==> src/rtl/multicycle_ctrl_unit.sv <==
// multicycle_ctrl_unit: Moore FSM sequencing multicycle MIPS instructions with memory wait states
module multicycle_ctrl_unit #(
  parameter int MEM_LAT = 1,
  parameter bit EN_BNE  = 1'b1
) (
  input  logic       clk,
  input  logic       reset,
  input  logic [5:0] op_code,
  input  logic [5:0] funct,
  input  logic       zero,
  output logic       iord,
  output logic       memwrite,
  output logic       irwrite,
  output logic       pcen,
  output logic       regwrite,
  output logic       redest,
  output logic       memtoreg,
  output logic       alusrca,
  output logic [1:0] alusrcb,
  output logic [1:0] pcsrc,
  output logic [2:0] alu_ctrl,
  output logic [3:0] state_o
);
  typedef enum logic [3:0] {
    FETCH, DECODE, MEMADR, MEMRD, MEMWB, MEMWR, EXEC, ALUWB, BRANCH, ADDIEX, ADDIWB, JUMP
  } state_t;
  localparam int CW = $clog2(MEM_LAT) + 1;
  state_t state, state_nxt;
  logic [CW-1:0] cnt;
  logic last;
  assign last = cnt == CW'(MEM_LAT - 1);
  assign state_o = state;
  always_ff @(posedge clk or posedge reset)
    if (reset) begin
      state <= FETCH;
      cnt   <= '0;
    end else begin
      state <= state_nxt;
      cnt   <= (state_nxt != state) ? '0 : last ? cnt : cnt + CW'(1);
    end
  always_comb begin
    state_nxt = FETCH;
    iord      = 1'b0;
    memwrite  = 1'b0;
    irwrite   = 1'b0;
    pcen      = 1'b0;
    regwrite  = 1'b0;
    redest    = 1'b0;
    memtoreg  = 1'b0;
    alusrca   = 1'b0;
    alusrcb   = 2'b00;
    pcsrc     = 2'b00;
    alu_ctrl  = 3'b010;
    case (state)
      FETCH: begin
        alusrcb   = 2'b01;
        irwrite   = last;
        pcen      = last;
        state_nxt = last ? DECODE : FETCH;
      end
      DECODE: begin
        alusrcb   = 2'b11;
        state_nxt = (op_code == 6'b100011 || op_code == 6'b101011) ? MEMADR :
                    (op_code == 6'b000000) ? EXEC :
                    (op_code == 6'b001000) ? ADDIEX :
                    (op_code == 6'b000100 || (EN_BNE && op_code == 6'b000101)) ? BRANCH :
                    (op_code == 6'b000010) ? JUMP : FETCH;
      end
      MEMADR: begin
        alusrca   = 1'b1;
        alusrcb   = 2'b10;
        state_nxt = (op_code == 6'b100011) ? MEMRD : MEMWR;
      end
      MEMRD: begin
        iord      = 1'b1;
        state_nxt = last ? MEMWB : MEMRD;
      end
      MEMWB: begin
        regwrite = 1'b1;
        memtoreg = 1'b1;
      end
      MEMWR: begin
        iord      = 1'b1;
        memwrite  = last;
        state_nxt = last ? FETCH : MEMWR;
      end
      EXEC: begin
        alusrca   = 1'b1;
        alu_ctrl  = (funct == 6'b100010) ? 3'b100 :
                    (funct == 6'b101010) ? 3'b110 :
                    (funct == 6'b011100) ? 3'b101 : 3'b010;
        state_nxt = ALUWB;
      end
      ALUWB: begin
        regwrite = 1'b1;
        redest   = 1'b1;
      end
      BRANCH: begin
        alusrca  = 1'b1;
        alu_ctrl = 3'b100;
        pcsrc    = 2'b01;
        pcen     = (EN_BNE && op_code == 6'b000101) ? ~zero : zero;
      end
      ADDIEX: begin
        alusrca   = 1'b1;
        alusrcb   = 2'b10;
        state_nxt = ADDIWB;
      end
      ADDIWB: regwrite = 1'b1;
      JUMP: begin
        pcsrc = 2'b10;
        pcen  = 1'b1;
      end
      default: ;
    endcase
    // reset masks strobes even though FETCH with MEM_LAT=1 would raise irwrite/pcen
    if (reset) begin
      memwrite = 1'b0;
      irwrite  = 1'b0;
      pcen     = 1'b0;
      regwrite = 1'b0;
    end
  end
endmodule

==> config.mk <==
export PLATFORM = sky130hd
export DESIGN_NAME = multicycle_ctrl_unit
export DESIGN_NICKNAME = d
export VERILOG_FILES = /design/src/rtl/multicycle_ctrl_unit.sv
export SDC_FILE = /design/constraint.sdc
export NUM_CORES = 1
export LEC_CHECK = 0
export BUFFER_PORTS_ARGS = -buffer_cell sky130_fd_sc_hd__buf_4
export CAP_MARGIN = 40
export CORE_AREA = 2 2 39 41
export CTS_BUF_LIST = sky130_fd_sc_hd__clkbuf_16
export CTS_CLUSTER_DIAMETER = 30
export DETAILED_ROUTE_END_ITERATION = 8
export DIE_AREA = 0 0 41 43
export GPL_TIMING_DRIVEN = 0
export PLACE_DENSITY = 0.82
export SLEW_MARGIN = 20
export SYNTH_ARGS = -nofsm -noshare
export SYNTH_HDL_FRONTEND = slang
export SYNTH_SLANG_ARGS = --single-unit
==> constraint.sdc <==
create_clock -name clk -period 1.99 [get_ports clk]
set_input_delay 0.398 -clock clk [delete_from_list [all_inputs] [get_ports clk]]
set_output_delay 0.398 -clock clk [all_outputs]
set_load 0.02 [all_outputs]
# Word level (Yosys, flattened, before mapping)
# Index checks and enable logic that the tools add are counted.
dict set report totals {
  regBits 5
  latchBits 0
  ram_bits 0
  rom_bits 0
  word_cells 65
  mem_count 0
}
dict set report classes {
  n_addsub 1
  mul 0
  div_mod_pow 0
  magnitude_cmp 0
  eq_ne 21
  shift 0
  n_mux 31
  n_bitwise 2
  n_reduce_logical 8
}
# operator n
set op_table {}
lappend op_table {{4-bit one-hot mux with 7 select lines} 1}
lappend op_table {{6-bit == test, second input constant} 4}
lappend op_table {{4-bit two-way mux} 5}
lappend op_table {{3-bit two-way mux} 6}
lappend op_table {{4-bit by 3-bit == test with 1-bit output, second input constant} 4}
lappend op_table {{4-bit == test, second input constant} 4}
lappend op_table {{1-bit two-way mux} 15}
lappend op_table {{6-bit by 3-bit == test with 1-bit output, second input constant} 2}
lappend op_table {{4-bit by 2-bit == test with 1-bit output, second input constant} 2}
lappend op_table {{6-bit by 2-bit == test with 1-bit output, second input constant} 1}
lappend op_table {{6-bit by 4-bit == test with 1-bit output, second input constant} 1}
lappend op_table {{6-bit by 5-bit == test with 1-bit output, second input constant} 1}
lappend op_table {{6-bit logical NOT} 1}
lappend op_table {{2-bit one-hot mux with 3 select lines} 1}
lappend op_table {{3-bit one-hot mux with 2 select lines} 1}
lappend op_table {{4-bit by 1-bit == test with 1-bit output, second input constant} 1}
lappend op_table {{4-bit logical NOT} 1}
lappend op_table {{4-bit inequality test} 1}
lappend op_table {{2-bit one-hot mux with 2 select lines} 1}
lappend op_table {{2-bit OR reduction} 2}
lappend op_table {{4-bit OR reduction} 1}
lappend op_table {{1-bit one-hot mux with 3 select lines} 1}
lappend op_table {{3-bit OR reduction} 1}
lappend op_table {{1-bit logical OR} 2}
lappend op_table {{other kinds (2)} 3}

# Depth between registers and ports, before layout
dict set report depth {
  depth_word 9
  depth_mapped 5
}

# Worst setup path after synthesis
# No wires, ideal clock.
dict set report synth_path {
  path_kind {reg-to-output}
  from {reg state[1] (netlist: state_o[1])}
  to {out alu_ctrl[2]}
  t_arrival_ps 1568
  slack_ps 24
  stages_incl_launch_ff 5
  n_path_buf 1
  path_cell_list {dfrtp_1 -> clkbuf_2 -> inv_1 -> a2111o_1 -> a21oi_1}
}
dict set report synth_via {
  elab_chain_len 2
}
# item line
set synth_rtl {}
lappend synth_rtl {{start: declaration} 28} ;# state_t state, state_nxt;
lappend synth_rtl {{start signal: assignment} 38} ;# state <= state_nxt;
lappend synth_rtl {{4-bit == test or 4-bit by 3-bit == test with 1-bit output (tied branches)} 54} ;# case (state)
lappend synth_rtl {{3-bit one-hot mux with 2 select lines (*)} 54}
lappend synth_rtl {{end: declaration} 21} ;# output logic [2:0] alu_ctrl,
# Mark *: on every way between the ends. The rest lies on a longest branch, timed or not.

# Worst setup path after layout
dict set report layout_path {
  from {in op_code[3]}
  to {out pcen}
}
dict set report layout_via {
  elab_chain_len 4
}
# item line
set layout_rtl {}
lappend layout_rtl {{start: declaration} 8} ;# input logic [5:0] op_code,
lappend layout_rtl {{6-bit by 3-bit == test with 1-bit output} 102} ;# pcen = (EN_BNE && op_code == 6'b000101) ? ~zero : zero;
lappend layout_rtl {{1-bit two-way mux} 102}
lappend layout_rtl {{1-bit one-hot mux with 3 select lines} 54}
lappend layout_rtl {{1-bit two-way mux} 117} ;# if (reset) begin
lappend layout_rtl {{end: declaration} 14} ;# output logic pcen,
# Every way passes these cells.

==> results.ini <==
[setup_path]
path_cells=buf_6 -> nor4_4 -> buf_4 -> a31o_1 -> a311o_1 -> a211oi_2 -> buf_4
crit_top_cell=buf_4
end_kind=output pin
critPathBufInv=3
cp.required_ps=1590
cp-start-kind=input port
arrival_ps=1590
critPathKind=input port to output pin
cp-startpoint=op_code[3]
cp_top_family=compound AO/OA/AOI/OAI gates
r2r_start=state_o[0]
cpPeakStageDelay_ps=360
worst-path-max-fanout=6
slowest_stage=a311o_1

[grt]
grt_pass1_vias=584
antenna_found_initial=0
gr-usage-all-layers_pct=20.0
grt_pass1_wl_um=2420
grt_max_degree=11
grt-ovfl-total=0

[clock_network]
clock_path_buffers=2
cts_tree=yes
clock-sinks=4
hold_buffers=0
cts_inserted_buffers=3
htree_levels=1
clk-insertion-delay-late_ps=220
root_buffer=clkbuf_16
path_clk_slew_ps=30

[logic_synthesis]
synth_cell_types=32
synth-main-ff-cell=dfrtp_1
synth-edff-count=0
synth_area_leaders=dfrtp_1, nor3_1, a21oi_1, nor2b_1, a2111o_1
async_reset_ff_share_pct=100
ys.warnings.count=0
syn_inst=70
avgSynthCellArea_um2=7.26
synth_top_area_share_pct=19.7
synth_fp_nets=85
yosysTopAreaCell=dfrtp_1
synth_area_um2=508
synth_seq_cells=4
yosysSeqAreaShare_pct=19.7

[placement]
place.gp.congestion=0.896
place_inst=119
numPortBuffers=33
dp_slack_ps=-131
post-dp-hpwl_um=1230

[power]
p_sw_share_pct=39.2
ir_drop_mv=0.603
power.switching_uw=383
p_int_uw=594
p_comb_share_pct=53.8
power.total_uw=977
seq_power_share_pct=14.1
powerDensity_nw_per_um2=1060
p_leak_nw=0.412
clkPwrFrac_pct=32.1

[final_layout]
utilization_pct=66.5
fin_nets=126
syn2layout_area_growth_pct=81.3
fill_cells=122
drive_gt1_share_pct=41.3
n_antenna_cell=0
largest_reg_flops=4
final_cells=125
final_common_cell=buf_4
final_cell_mix=buf_4, nor3_1, buf_6, nor2_1, nand2_1

[detailed_routing]
via_per_inst=5.73
drt_iter0_markers=19
drtPass1Iterations=4
ant_nets=0
drc=0
vias=716
wire_per_inst_um=13.7
routed_wl_um=1710

[floorplan]
start_util_pct=36.7
coreArea_um2=1380
pin_count=34
die_area_um2=1760
row_count=14
die_w_um=41
fp.dieH_um=43

[sta]
finalHoldViolCount=0
rsz0062_at_grt=yes
min_period_over_period_pct=99.8
holdWs_ps=99.3
relSlewSlack_pct=62.7
tightest_slew_ps=554
min_period_ps=1990
fin_skew_ps=1.02
fmax_ghz=0.504
final-setup-viol-count=0
setup_slack_ps=4.95
slew_violations=0

[run_status]
status=finished clean

[job]
drv_cap=0

[hold_path]
hold_class=input port to async pin

[metal layers]
layer | track usage, % | wire (um) | share of wire [%] | vias up
met1 | 22.3 | 614 | 36 | 326
met3 | 6.28 | 138 | 8.1 | 4
met5 | 0 | 0 | 0 | -
li1 | - | - | - | 349
met2 | 34.1 | 940 | 55 | 37
met4 | 6.00 | 17 | 0.99 | 0
[cells by family (layout without fill, tap and decap cells)]
kind of cell | count (synthesis) | count (layout) | synth area share, %
buffers and inverters | 7 | 46 | 5.42
and+or+nand+nor | 40 | 40 | 45.3
AOI/OAI and AO/OA | 17 | 17 | 26.1
DFF | 4 | 4 | 19.7
xor gates and xnor gates | 2 | 2 | 3.45
[per-stage QoR]
stage | setup TNS (ps) | instance area, um2
floorplan | 0 | 508
global placement | -137 | 776
detailed placement | -131 | 776
CTS | 0 | 896
global route | -101 | 921
finish | 0 | 921
[what timing repair did]
action                                 in CTS  in global routing
setup endpoints to repair                   3                  3
resized for setup                          10                  7
cloned                                      0                  0
pin swaps                                   4                  3
setup buffers                               2                  1
endpoints found under the hold margin       0                  0
[synthesized netlist by cell type (2+ instances only)]
master	count
a2111o_1	2
a21oi_1	5
a221oi_1	2
clkbuf_1	2
dfrtp_1	4
inv_1	3
nand2_1	6
nand2b_1	3
nand3_1	4
nor2_1	6
nor2b_1	4
nor3_1	8
or4_1	2
[power groups by stage]
stage | registers [mW] | logic [mW] | clock network (mW)
after floorplan | 0.155 | 0.276 | 0
after global placement | 0.138 | 0.482 | 0
after detailed placement | 0.139 | 0.490 | 0
after CTS | 0.137 | 0.513 | 0.316
after global routing | 0.141 | 0.560 | 0.322
final | 0.138 | 0.525 | 0.314
[area by class of cell]
| type | count | area [um2] | area share [%] |
|---|---|---|---|
| plain buffers | 4 | 37.5 | 4.08 |
| inverters | 3 | 11.3 | 1.22 |
| well taps | 16 | 20.0 | 2.17 |
| clock buffers | 3 | 75.1 | 8.15 |
| flip-flops and latches | 4 | 100 | 10.9 |
| repair buffers | 36 | 297 | 32.2 |
| multi-input cells | 59 | 380 | 41.3 |
[worst paths after layout]
check                           slack (ps)          to  cells after the start
worst max-delay path                     5        pcen                      7
worst min-delay path                   100  state_o[3]                      2
worst max register to register         660  state_o[2]                      3
worst min register to register         630  state_o[3]                      2
max in group asynchronous             1740  state_o[0]                      2
min in group clk                       560  state_o[0]                      4
Power figures use the tool's default switching activity.
